`config.mk`:
```
export PLATFORM = sky130hd
export DESIGN_NAME = pixel_write_arbiter
export DESIGN_NICKNAME = d
export VERILOG_FILES = /design/src/rtl/pixel_write_arbiter.sv
export SDC_FILE = /design/constraint.sdc
export NUM_CORES = 1
export LEC_CHECK = 0
export ABC_AREA = 1
export CAP_MARGIN = 20
export CORE_MARGIN = 2
export CORE_UTILIZATION = 40
export CTS_BUF_LIST = sky130_fd_sc_hd__clkbuf_4
export CTS_CLUSTER_DIAMETER = 100
export DETAILED_ROUTE_END_ITERATION = 7
export GPL_TIMING_DRIVEN = 0
export PLACE_DENSITY = 0.78
export SLEW_MARGIN = 5
export SYNTH_ARGS = -nofsm -noshare
export SYNTH_HDL_FRONTEND = slang
export SYNTH_SLANG_ARGS = --single-unit
```
`constraint.sdc`:
```
create_clock -name clk -period 5.79 [get_ports clk]
set_input_delay 0.8685 -clock clk [delete_from_list [all_inputs] [get_ports clk]]
set_output_delay 0.8685 -clock clk [all_outputs]
set_load 0.1 [all_outputs]
```
`src/rtl/pixel_write_arbiter.sv`:
```
// Round-robin arbiter sharing one VGA pixel-write port among NUM_REQ sprite drawers.
// Optional starvation guard (max pixels per grant) enabled by PIXEL_ARB_STARVE_GUARD_EN.
module pixel_write_arbiter #(
    parameter int unsigned NUM_REQ   = 3,
    parameter int unsigned MAX_BURST = 64
) (
    input  logic                   clk,
    input  logic                   reset,
    input  logic [NUM_REQ-1:0]     req,
    input  logic [NUM_REQ-1:0]     pix_valid,
    input  logic [NUM_REQ*8-1:0]   x_in,
    input  logic [NUM_REQ*7-1:0]   y_in,
    input  logic [NUM_REQ*3-1:0]   color_in,
    output logic [NUM_REQ-1:0]     gnt,
    output logic [2:0]             owner,
    output logic [7:0]             x_out,
    output logic [6:0]             y_out,
    output logic [2:0]             color_out,
    output logic                   write_en,
    output logic                   busy
);

    typedef enum logic [0:0] {StIdle, StGrant} state_t;

    state_t       state;
    logic [2:0]   ptr;
    logic [7:0]   req_pad;
    logic         found;
    logic [2:0]   winner;
    logic [3:0]   cand;
    logic [NUM_REQ-1:0] win_onehot;

    logic         cur_req;
    logic         cur_valid;
    logic [7:0]   cur_x;
    logic [6:0]   cur_y;
    logic [2:0]   cur_color;
    logic         accept;
    logic         force_release;

    assign req_pad = 8'(req);

    // Scan ptr+1, ptr+2, ... wrapping at NUM_REQ; the last owner is checked last.
    always_comb begin
        found  = 1'b0;
        winner = '0;
        cand   = '0;
        for (int i = 1; i <= int'(NUM_REQ); i++) begin
            cand = 4'(ptr) + 4'(i);
            if (cand >= 4'(NUM_REQ)) cand = cand - 4'(NUM_REQ);
            if (!found && req_pad[cand[2:0]]) begin
                found  = 1'b1;
                winner = cand[2:0];
            end
        end
    end

    always_comb begin
        win_onehot = '0;
        for (int i = 0; i < int'(NUM_REQ); i++) begin
            win_onehot[i] = (winner == 3'(i));
        end
    end

    always_comb begin
        cur_req   = 1'b0;
        cur_valid = 1'b0;
        cur_x     = '0;
        cur_y     = '0;
        cur_color = '0;
        for (int i = 0; i < int'(NUM_REQ); i++) begin
            if (owner == 3'(i)) begin
                cur_req   = req[i];
                cur_valid = pix_valid[i];
                cur_x     = x_in[8*i +: 8];
                cur_y     = y_in[7*i +: 7];
                cur_color = color_in[3*i +: 3];
            end
        end
    end

`ifdef PIXEL_ARB_STARVE_GUARD_EN
    logic [7:0] burst;

    // Pixels beyond the burst limit are dropped until the grant falls.
    assign accept        = (state == StGrant) && cur_valid && (burst < 8'(MAX_BURST));
    assign force_release = accept && (burst == 8'(MAX_BURST - 1));

    always_ff @(posedge clk or posedge reset) begin
        if (reset) begin
            burst <= '0;
        end else if (state == StIdle) begin
            burst <= '0;
        end else if (accept) begin
            burst <= burst + 8'd1;
        end
    end
`else
    logic unused_cfg;

    assign accept        = (state == StGrant) && cur_valid;
    assign force_release = 1'b0;
    assign unused_cfg    = ^8'(MAX_BURST);
`endif

    always_ff @(posedge clk or posedge reset) begin
        if (reset) begin
            state     <= StIdle;
            gnt       <= '0;
            owner     <= '0;
            ptr       <= 3'(NUM_REQ - 1);
            x_out     <= '0;
            y_out     <= '0;
            color_out <= '0;
            write_en  <= 1'b0;
        end else begin
            write_en <= 1'b0;
            unique case (state)
                StIdle: begin
                    if (found) begin
                        gnt   <= win_onehot;
                        owner <= winner;
                        state <= StGrant;
                    end
                end
                StGrant: begin
                    if (accept) begin
                        x_out     <= cur_x;
                        y_out     <= cur_y;
                        color_out <= cur_color;
                        write_en  <= 1'b1;
                    end
                    // A pixel in the release cycle is still written above.
                    if (!cur_req || force_release) begin
                        gnt   <= '0;
                        ptr   <= owner;
                        state <= StIdle;
                    end
                end
                default: state <= StIdle;
            endcase
        end
    end

    assign busy = (state == StGrant) | write_en;

endmodule
```
Word-level counts from Yosys, hierarchy flattened
Cells that the tools add are included.
{ "totals": {"romBits": 0, "mem_count": 0, "latch_bits": 0, "ramBits": 0, "input_bits": 62, "register_bits": 29, "wordCells": 78} }
{ "op_classes": {"n_addsub": 6, "bitwise_logic": 3, "n_div": 0, "reduce_logical": 11, "eq_ne": 6, "shifts": 0, "muxes": 38, "mul": 0, "order_cmp": 6} }
{ "ops": {"columns": ["operator", "n"], "rows": [
  ["2-to-1 mux 3 bit", 11],
  ["2-to-1 mux 8 bit", 3],
  ["2-to-1 mux 7 bit", 3],
  ["2-to-1 mux 1 bit", 16],
  ["greater-or-equal comparator 4 x 2 -> 1 bit, second input constant", 3],
  ["less-than comparator 3 x 4 -> 1 bit, second input constant", 3],
  ["binary-select mux 1 bit (select 3 bit)", 3],
  ["subtractor 3 x 2 -> 3 bit, second input constant", 3],
  ["adder 3 x 2 -> 4 bit, second input constant", 2],
  ["AND reduction 2 bit", 4],
  ["== test 3 x 1 -> 1 bit, second input constant", 2],
  ["== test 3 x 2 -> 1 bit, second input constant", 2],
  ["zero test 3 bit", 2],
  ["one-hot mux 3 bit (2 select lines)", 1],
  ["adder 3 x 1 -> 4 bit, second input constant", 1],
  ["inequality test 2 bit, second input constant", 2],
  ["logical AND 1 bit", 3],
  ["zero test 1 bit", 2],
  ["inverter 1 bit", 2],
  ["one-hot mux 1 bit (2 select lines)", 1],
  ["OR 1 bit", 1]
]} }

Logic depth before layout (Yosys ltp)
Gate-level depths: netlist (run 1).
{ "depth": {"word_depth": 15, "mapped_depth": 18, "depth_no_buf": 18} }

Least setup slack after synthesis (run 1)
No wires, ideal clock.
{ "synth_timing": {"path_type": "register to register", "from": "reg owner[2]", "to": "reg gnt[0]", "path_stages_with_launch": 9, "setup_time_ps": 121, "setup_slack_ps": 3428, "t_arrival_ps": 2241, "required_time_ps": 5669, "cell_sequence": "dfrtp_1 nor2_1 clkbuf_1 a221oi_1 a21oi_1 nor2_1 inv_1 nand3_1 nand2_1"} }
{ "synth_via": {"elab_chain_len": 6, "elab_cells_between_ends": 8, "cone_classes": "3 x eq/ne; 3 x mux; 2 x reduce/logical"} }
{ "synth_lines": {"columns": ["item", "line_no", "rtl"], "rows": [
  ["from (decl)", "15", "output logic [2:0] owner,"],
  ["from (signal assigned)", "122", "owner <= winner;"],
  ["zero test 3 bit", "72", "if (owner == 3'(i)) begin"],
  ["2-to-1 mux 1 bit (2 in a row)", "72", null],
  ["2-to-1 mux 1 bit *", "72", null],
  ["inequality test 2 bit (no source line) *", null, null],
  ["AND reduction 2 bit (no source line) *", null, null],
  ["to (signal assigned)", "121", "gnt <= win_onehot;"],
  ["to (decl)", "14", "output logic [NUM_REQ-1:0] gnt,"]
]} }
Mark *: on every way between the ends. The rest lies on a longest branch, timed or not.
A chain may end at the register's enable or synchronous reset.

Worst setup path after layout (run 1)
{ "layout_timing": {"from": "reg state", "to": "out busy"} }
{ "layout_via": {"elab_chain_len": 1} }
{ "layout_lines": {"columns": ["item", "line_no", "rtl"], "rows": [
  ["from (decl)", "25", "state_t state;"],
  ["from (signal assigned)", "108", "state <= StIdle;"],
  ["from (signal assigned)", "123", "state <= StGrant;"],
  ["from (signal assigned)", "137", "state <= StIdle;"],
  ["OR 1 bit", "145", "assign busy = (state == StGrant) | write_en;"],
  ["to (decl)", "20", "output logic busy"]
]} }
No other way between the ends.

==> results of run 1 <==
cells in the final DEF (no fill, tap or decap), drive strengths merged, types with 4 or more instances in the layout:
| cell type | count |
|---|---|
| dfrtp | 28 |
| clkdlybuf4s50 | 87 |
| o31ai | 17 |
| inv | 26 |
| buf | 9 |
| ha | 8 |
| nand3 | 16 |
| nor2 | 32 |
| xor2 | 4 |
| o21ai | 9 |
| clkbuf | 11 |
| nand2 | 65 |
| a21oi | 4 |
| a221oi | 18 |
worst max-delay path: cells and delay by family, from the launching register on:
family | cells | cell delay [ns]
buf+inv | 1 | 0.99
simple gates | 1 | 0.29
flops | 1 | 0.40
synth_stat cells:
| cell | number |
|---|---|
| nand2_1 | 58 |
| nor2_1 | 29 |
| dfrtp_1 | 28 |
| inv_1 | 23 |
| a221oi_1 | 18 |
| o31ai_1 | 17 |
| nand3_1 | 14 |
| ha_1 | 8 |
| o21ai_0 | 7 |
| buf_2 | 6 |
| nand2_2 | 6 |
| a21oi_1 | 4 |
| clkbuf_1 | 3 |
| inv_2 | 3 |
| nand4_1 | 3 |
| nor2_2 | 3 |
| xor2_1 | 3 |
| nand3_2 | 2 |
| or2_2 | 2 |
| a221o_1 | 1 |
| a31oi_1 | 1 |
| a41oi_1 | 1 |
| buf_1 | 1 |
| buf_4 | 1 |
| dfstp_2 | 1 |
| nand2_4 | 1 |
| nand3b_1 | 1 |
| nor3_1 | 1 |
| o21ai_1 | 1 |
| o21ai_2 | 1 |
| xnor2_1 | 1 |
| xor2_2 | 1 |
cells by family after synthesis:
| kind of cell | count (synthesis) | share of synthesized area |
|---|---|---|
| compound gates | 51 | 0.1959 |
| xor+xnor | 5 | 0.02651 |
| fa+ha+maj | 8 | 0.05172 |
| buf+inv | 37 | 0.07757 |
| flops | 29 | 0.3756 |
| simple gates | 120 | 0.2728 |
worst max path at each step:
stage              from  slack [ns]      to  depth (start not counted)
2_1_floorplan  owner[2]        3.43  gnt[0]                          8
3_3_place_gp     req[1]        3.27  gnt[1]                          7
3_5_place_dp     req[0]        3.21  gnt[0]                         11
4_1_cts           state        2.91    busy                          2
5_1_grt           state        2.86    busy                          2
6_report          state        2.91    busy                          2
metal layers:
| layer | vias up | global-route usage | wire length, um |
|---|---|---|---|
| li1 | 1043 | - | - |
| met1 | 1007 | 0.3178 | 2711 |
| met2 | 72 | 0.3839 | 3013 |
| met3 | 10 | 0.04390 | 358 |
| met4 | 0 | 0.06869 | 109 |
| met5 | - | 0 | 0 |
state kept, by name, summed over array words and instances (netlist names):
signal	flops
ptr	3
write_en	1
y_out	7
owner	3
x_out	8
state	1
gnt	3
color_out	3
through the flow:
step / util / worst slack, ns
floorplan: - / 3.428
global placement: 0.6125 / 3.268
detailed placement: 0.6184 / 3.210
CTS: 0.6312 / 2.905
global route: 0.6312 / 2.862
finish: 0.6312 / 2.912
cell type report:
type | instances | area (um^2)
Inverter | 26 | 97.59
Timing Repair Buffer | 88 | 898.4
Buffer | 11 | 52.55
Clock buffer | 8 | 60.06
Sequential cell | 29 | 726.9
Fill cell | 433 | 1730
Tap cell | 54 | 67.56
Multi-Input combinational cell | 184 | 1059
==> results.txt, run 1 <==
CTS Buffer Depth: 2
cts bufs inserted: 5
Post-Synthesis Cells: 250
Slew headroom: 0.3252
Worst-Margin Slew: 1.009 ns
clk root buf: clkbuf_4
worst reg-to-reg setup slack: 3.26 ns
Top-Level Pins: 88
worst-path maximum fanout: 3
All-Layer GR Usage: 0.2354
Vias: 2132
Final min period: 2.878 ns
CTS resizes: 0
DP Area: 2902 um^2
unrepaired setup endpoints after global routing: false
vias in the first global route: 2050
Worst Path Required: 4.92 ns
status: finished clean
GP Congestion: 0.8119
post-synth top area cell: dfrtp_1
TNS Setup: 0 ns
DR vias/cell: 5.330
H-Tree Depth: 2
height of the die: 73.57 um
Worst Path Arrival: 2.01 ns
YS warnings: 0
# port buffers: 87
first drt pass iteration count: 5
Antenna Cells: 0
Area Growth Syn to Fin: 53.01%
Hold Crit Start: y_out[2]
Worst-path clk slew: 0.09 ns
first-pass GRT wire length: 9.811 mm
Overflow after GRT: 0
DRC viols: 0
post-synth cell types: 32
Netlist Area Pre-Place: 1936 um^2
crit-path cells: or2_2 > clkdlybuf4s50_1
area share of the largest cell type after synthesis: 0.3620
final hold violations: 0
Final Max Tran Viols: 0
final net count: 415
reg2reg end: gnt[0]
Slowest cell on crit path: clkdlybuf4s50_1
hold bufs inserted after CTS: 0
start of the worst register-to-register path: ptr[0]
startpoint types: flop
WHS Endpoint: y_out[2]
die width: 73.57 um
Core Region: 4692 um^2
DIE AREA: 5412 um^2
Rows: 25
HPWL Detailed: 4.784 mm
register area share after synthesis: 0.3756
Max-Cap Viols: 0
Worst Skew: 0.01533 ns
register bit total from synthesis: 29
final design instance area without fill: 2962 um^2
Post-CTS Setup Bufs: 0
Worst-Skew Late Latency: 0.34 ns
endpoint class of the critical path: output pin
mean post-synth cell area: 7.742 um^2
worst hold margin: 0.4909 ns
CTS sink count: 29
slowest stage delay, CP: 0.99 ns
largest net degree at the start of global routing: 16
share of cells above drive strength 1: 0.1040
Crit Path Class: flop to output pin
Routed WL: 6.194 mm
post-route antenna net violation count: 0
Initial Util: 0.4125
CTS tree: built
final std cells w/o fill: 400
Reg2Reg Depth: 17
HP Class: flop to flop
Final period util: 0.4971
dpl cells: 392
Finish-stage setup viols: 0
DR iter-0 viols: 82
worst hold stages: 2
routed length per instance: 15.49 um
top cells by area, synth: dfrtp_1 (36%), nand2_1 (11%), a221oi_1 (8.1%)
Mapped Nets: 320
Fmax achieved: 0.3475 GHz
initial antenna violation count: 0
Power of run 1 is left out: the tool's default activity adds up to more than one toggle a clock period on the data nets, which glitch-free logic cannot reach.
==> inputs of run 2 (changes only) <==
- CORE_UTILIZATION: 40 -> 39
- PLACE_DENSITY: 0.78 -> 0.79
- clock period: 5.79 -> 2.5 ns (I/O delays scaled with it)
==> run 2 against run 1 <==
Worst setup slack got worse by 2.8 ns. Clock-buffer cell count decreased by 2. Critical path depth unchanged. Global-route usage decreased by 2.6 points. Via count increased by 0.19%. First-iteration DRC count increased by 39%. Hold slack got worse by 0.10 ns. Critical endpoint unchanged. Highest routed layer unchanged.
==> results.txt, run 2 (synthesized netlist as in run 1, its figures left out) <==
HPWL Detailed: 4.695 mm (-1.9%)
Worst Path Arrival: 2.00 ns (about the same)
DP Area: 2918 um^2 (+0.56%)
status: finished clean
Final period util: 0.9502
GP Congestion: 0.8505 (+4.8%)
H-Tree Depth: 2 (unchanged)
Fmax achieved: 0.4209 GHz
Vias: 2136 (+0.19%)
CTS Buffer Depth: 2 (unchanged)
HP Class: primary input to async pin
Worst-Margin Slew: 1.028 ns (+0.01885 ns)
first drt pass iteration count: 4 (-1)
All-Layer GR Usage: 0.2096 (-0.02576)
Core Region: 4755 um^2 (+1.3%)
height of the die: 74.45 um (+1.2%)
share of cells above drive strength 1: 0.1510 (+0.04695)
final design instance area without fill: 3102 um^2 (+4.7%)
DRC viols: 0 (unchanged)
Worst-path clk slew: 0.10 ns (about the same)
vias in the first global route: 1838 (-10%)
Worst-Skew Late Latency: 0.34 ns (about the same)
CTS tree: built
initial antenna violation count: 0 (unchanged)
Worst Skew: 0.009969 ns (-0.005359 ns)
final net count: 420 (+1.2%)
Antenna Cells: 0 (unchanged)
Final Max Tran Viols: 0 (unchanged)
largest net degree at the start of global routing: 18 (+2)
# port buffers: 87 (unchanged)
most frequent cells in the layout: clkdlybuf4s50_1 (87), nand2_1 (57), dfrtp_1 (28)
most flop-heavy register: x_out
DR iter-0 viols: 114 (+39%)
endpoint class of the critical path: output pin
CTS sink count: 29 (unchanged)
number of flip-flops in the largest register: 8 (unchanged)
worst-path maximum fanout: 3 (unchanged)
Initial Util: 0.4071 (-0.005428)
Routed WL: 6.164 mm (-0.48%)
Final min period: 2.376 ns
first-pass GRT wire length: 8.928 mm (-9.0%)
hold bufs inserted after CTS: 0 (unchanged)
Slew headroom: 0.3126 (-0.01260)
die width: 74.45 um (+1.2%)
clk root buf: clkbuf_4
post-route antenna net violation count: 0 (unchanged)
Overflow after GRT: 0 (unchanged)
biggest regs: x_out (8), y_out (7)
DR vias/cell: 5.110 (-4.1%)
final hold violations: 0 (unchanged)
Worst Path Required: 2.12 ns (-2.80 ns)
routed length per instance: 14.75 um (-4.8%)
commonest non-fill, non-tap cell in the layout: clkdlybuf4s50_1
startpoint types: flop
Crit Path Class: flop to output pin
Max-Cap Viols: 0 (unchanged)
Rows: 25 (unchanged)
cts bufs inserted: 5 (unchanged)
Area Growth Syn to Fin: 60.25%
DIE AREA: 5543 um^2 (+2.4%)
Finish-stage setup viols: 0 (unchanged)
Top-Level Pins: 88 (unchanged)
[run 2: repair_timing]
item                                    CTS  global route
setup buffers                             0             5
endpoints found under the setup margin    0             6
gates resized for setup                   0            20
[run 2: routing by layer]
layer / wire length [um] / up-vias / share of wire / track usage
met2: 3046 / 77 / 0.49 / 0.3510
met5: 0 / - / 0 / 0
li1: - / 1055 / - / -
met3: 432 / 9 / 0.070 / 0.03523
met4: 82 / 0 / 0.013 / 0.07540
met1: 2603 / 995 / 0.42 / 0.2733
[run 2: final cells by class]
type	instances	area (um^2)
inverters	26	105.1
clock buffers	6	45.04
repair buffers	93	935.9
clock inverters	2	10.01
flip-flops and latches	29	726.9
fillers	421	1653
well taps	67	83.83
plain buffers	11	56.30
multi-input cells	184	1139
[run 2: path summary, 6_finish.rpt]
path,start,to,slack (ns),cells after the start
worst min-delay path,reset,x_out[4],0.39,2
worst min register to register,y_out[3],y_out[3],0.49,2
worst max-delay path,state,busy,0.12,2
min in group clk,y_out[3],y_out[3],0.49,2
worst max register to register,ptr[1],gnt[1],0.14,14
max in group asynchronous,reset,ptr[1],1.52,3
[run 2: critical path, cell delays in order (launching register included)]
cell             delay, ns
dfrtp_1               0.39
or2_2                 0.29
clkdlybuf4s50_1       0.98
[run 2: metrics by stage]
step                utilization  hold WS [ns]  worst slack, ns  instances  setup TNS [ns]
floorplan                     -        0.4524           0.1384        250               0
global placement         0.6079        0.4637           0.1323        404               0
detailed placement       0.6137        0.4683           0.1057        405               0
CTS                      0.6253        0.4070          0.09522        413               0
global route             0.6524        0.4502         -0.05904        418         -0.1454
finish                   0.6524        0.3910           0.1244        418               0
Power of run 2 is left out for the same reason.
==> inputs of run 3 (changes only) <==
- CORE_ASPECT_RATIO: unset -> 1.2
==> run 3 against run 2 <==
Final area down 1.7%. Critical path type unchanged. Clock skew decreased by 0.0060 ns. Non-clock buffer count down 2. Cell count decreased by 2.2%. Global-route usage grew 1.0 points. Sequential share of layout area up 0.39 points. Register-to-register slack better by 0.04 ns.
==> results.txt, run 3 (synthesized netlist as in run 1, its figures left out) <==
status: finished clean
clk root buf: clkbuf_4
final net count: 418 (-0.48%)
startpoint types: flop
Finish-stage setup viols: 0 (unchanged)
Core Region: 4870 um^2 (+2.4%)
DP Area: 2909 um^2 (-0.30%)
Area Growth Syn to Fin: 57.60%
final hold violations: 0 (unchanged)
crit path launch: state
first-pass GRT wire length: 9.246 mm (+3.6%)
DRC viols: 0 (unchanged)
HPWL Detailed: 4.674 mm (-0.45%)
Worst-path clk slew: 0.08 ns (-0.02 ns)
commonest non-fill, non-tap cell in the layout: clkdlybuf4s50_1
Top-Level Pins: 88 (unchanged)
Antenna Cells: 0 (unchanged)
first drt pass iteration count: 4 (unchanged)
DIE AREA: 5545 um^2 (about the same)
GP Congestion: 0.8230 (-3.2%)
Final Max Tran Viols: 0 (unchanged)
most flop-heavy register: x_out
Fmax achieved: 0.4195 GHz (-0.35%)
DR vias/cell: 5.311 (+3.9%)
CTS tree: built
start of the worst register-to-register path: ptr[0]
Worst Path Required: 2.12 ns (about the same)
initial antenna violation count: 0 (unchanged)
Worst Skew: 0.003998 ns (-0.005971 ns)
number of flip-flops in the largest register: 8 (unchanged)
Worst-Skew Late Latency: 0.31 ns (-0.03 ns)
Max-Cap Viols: 0 (unchanged)
HP Class: primary input to async pin
routed length per instance: 15.13 um (+2.6%)
largest net degree at the start of global routing: 19 (+1)
Worst-Margin Slew: 1.029 ns (+0.001463 ns)
All-Layer GR Usage: 0.2201 (+0.01049)
height of the die: 81.18 um (+9.0%)
Final period util: 0.9536 (+0.003331)
H-Tree Depth: 2 (unchanged)
Final min period: 2.384 ns (+0.008328 ns)
Overflow after GRT: 0 (unchanged)
hold bufs inserted after CTS: 0 (unchanged)
crit-path cells: or2_2 > clkdlybuf4s50_1
worst hold margin: 0.4005 ns (+0.009472 ns)
Crit Path Class: flop to output pin
cts bufs inserted: 5 (unchanged)
Initial Util: 0.3975 (-0.009623)
biggest regs: x_out (8), y_out (7)
worst-path maximum fanout: 3 (unchanged)
post-route antenna net violation count: 0 (unchanged)
die width: 68.31 um (-8.2%)
Rows: 28 (+12%)
Routed WL: 6.188 mm (+0.39%)
Worst Path Arrival: 2.01 ns (about the same)
final design instance area without fill: 3050 um^2 (-1.7%)
endpoint class of the critical path: output pin
Slowest cell on crit path: clkdlybuf4s50_1
CTS sink count: 29 (unchanged)
Vias: 2172 (+1.7%)
DR iter-0 viols: 103 (-9.6%)
Slew headroom: 0.3116 (-0.0009780)
most frequent cells in the layout: clkdlybuf4s50_1 (87), nand2_1 (58), nor2_1 (28), dfrtp_1 (28), inv_1 (20)
share of cells above drive strength 1: 0.1375 (-0.01346)
vias in the first global route: 1943 (+5.7%)
CTS Buffer Depth: 2 (unchanged)
slowest stage delay, CP: 0.98 ns (about the same)
# port buffers: 87 (unchanged)
final core occ: 0.6264 (-0.02595)
==> run 3: path summary, 6_finish.rpt <==
kind | cells after the start | slack [ns] | to
max in group asynchronous | 3 | 1.63 | x_out[0]
setup reg to reg | 14 | 0.18 | gnt[1]
setup / recovery | 2 | 0.12 | busy
hold reg to reg | 2 | 0.49 | y_out[3]
min in group clk | 2 | 0.49 | y_out[3]
hold / removal | 2 | 0.40 | gnt[0]
==> run 3: timing repair <==
| item | 4_1_cts | 5_1_grt |
|---|---|---|
| resized for setup | 0 | 14 |
| setup endpoints to repair | 0 | 6 |
| endpoints found under the hold margin | 0 | 0 |
| setup buffers | 0 | 3 |
==> run 3: stage by stage <==
stage	setup TNS [ns]	setup slack [ns]	cells
global route	-0.1197	-0.04235	409
global placement	0	0.1757	397
CTS	0	0.08853	406
finish	0	0.1161	409
detailed placement	0	0.1258	398
floorplan	0	0.1384	250
==> run 3: worst max-delay path, delay by kind of cell (launching register included) <==
family	cells	cell delay, ns
buffers and inverters	1	0.98
AND/OR/NAND/NOR	1	0.30
flip-flops	1	0.41
==> run 3: layout make-up <==
cell class,count,area (um^2)
clock buffers,8,60.06
flip-flops and latches,29,726.9
repair buffers,91,920.9
fillers,433,1819
multi-input cells,184,1110
plain buffers,11,56.30
inverters,26,101.3
well taps,60,75.07
==> run 3: layer usage <==
| layer | vias to the layer above | global-route usage | share of wire |
|---|---|---|---|
| met3 | 6 | 0.06233 | 0.085 |
| met2 | 77 | 0.3922 | 0.51 |
| met4 | 0 | 0.06600 | 0.013 |
| met5 | - | 0 | 0 |
| met1 | 1038 | 0.2504 | 0.39 |
| li1 | 1051 | - | - |
Power of run 3 is left out for the same reason.
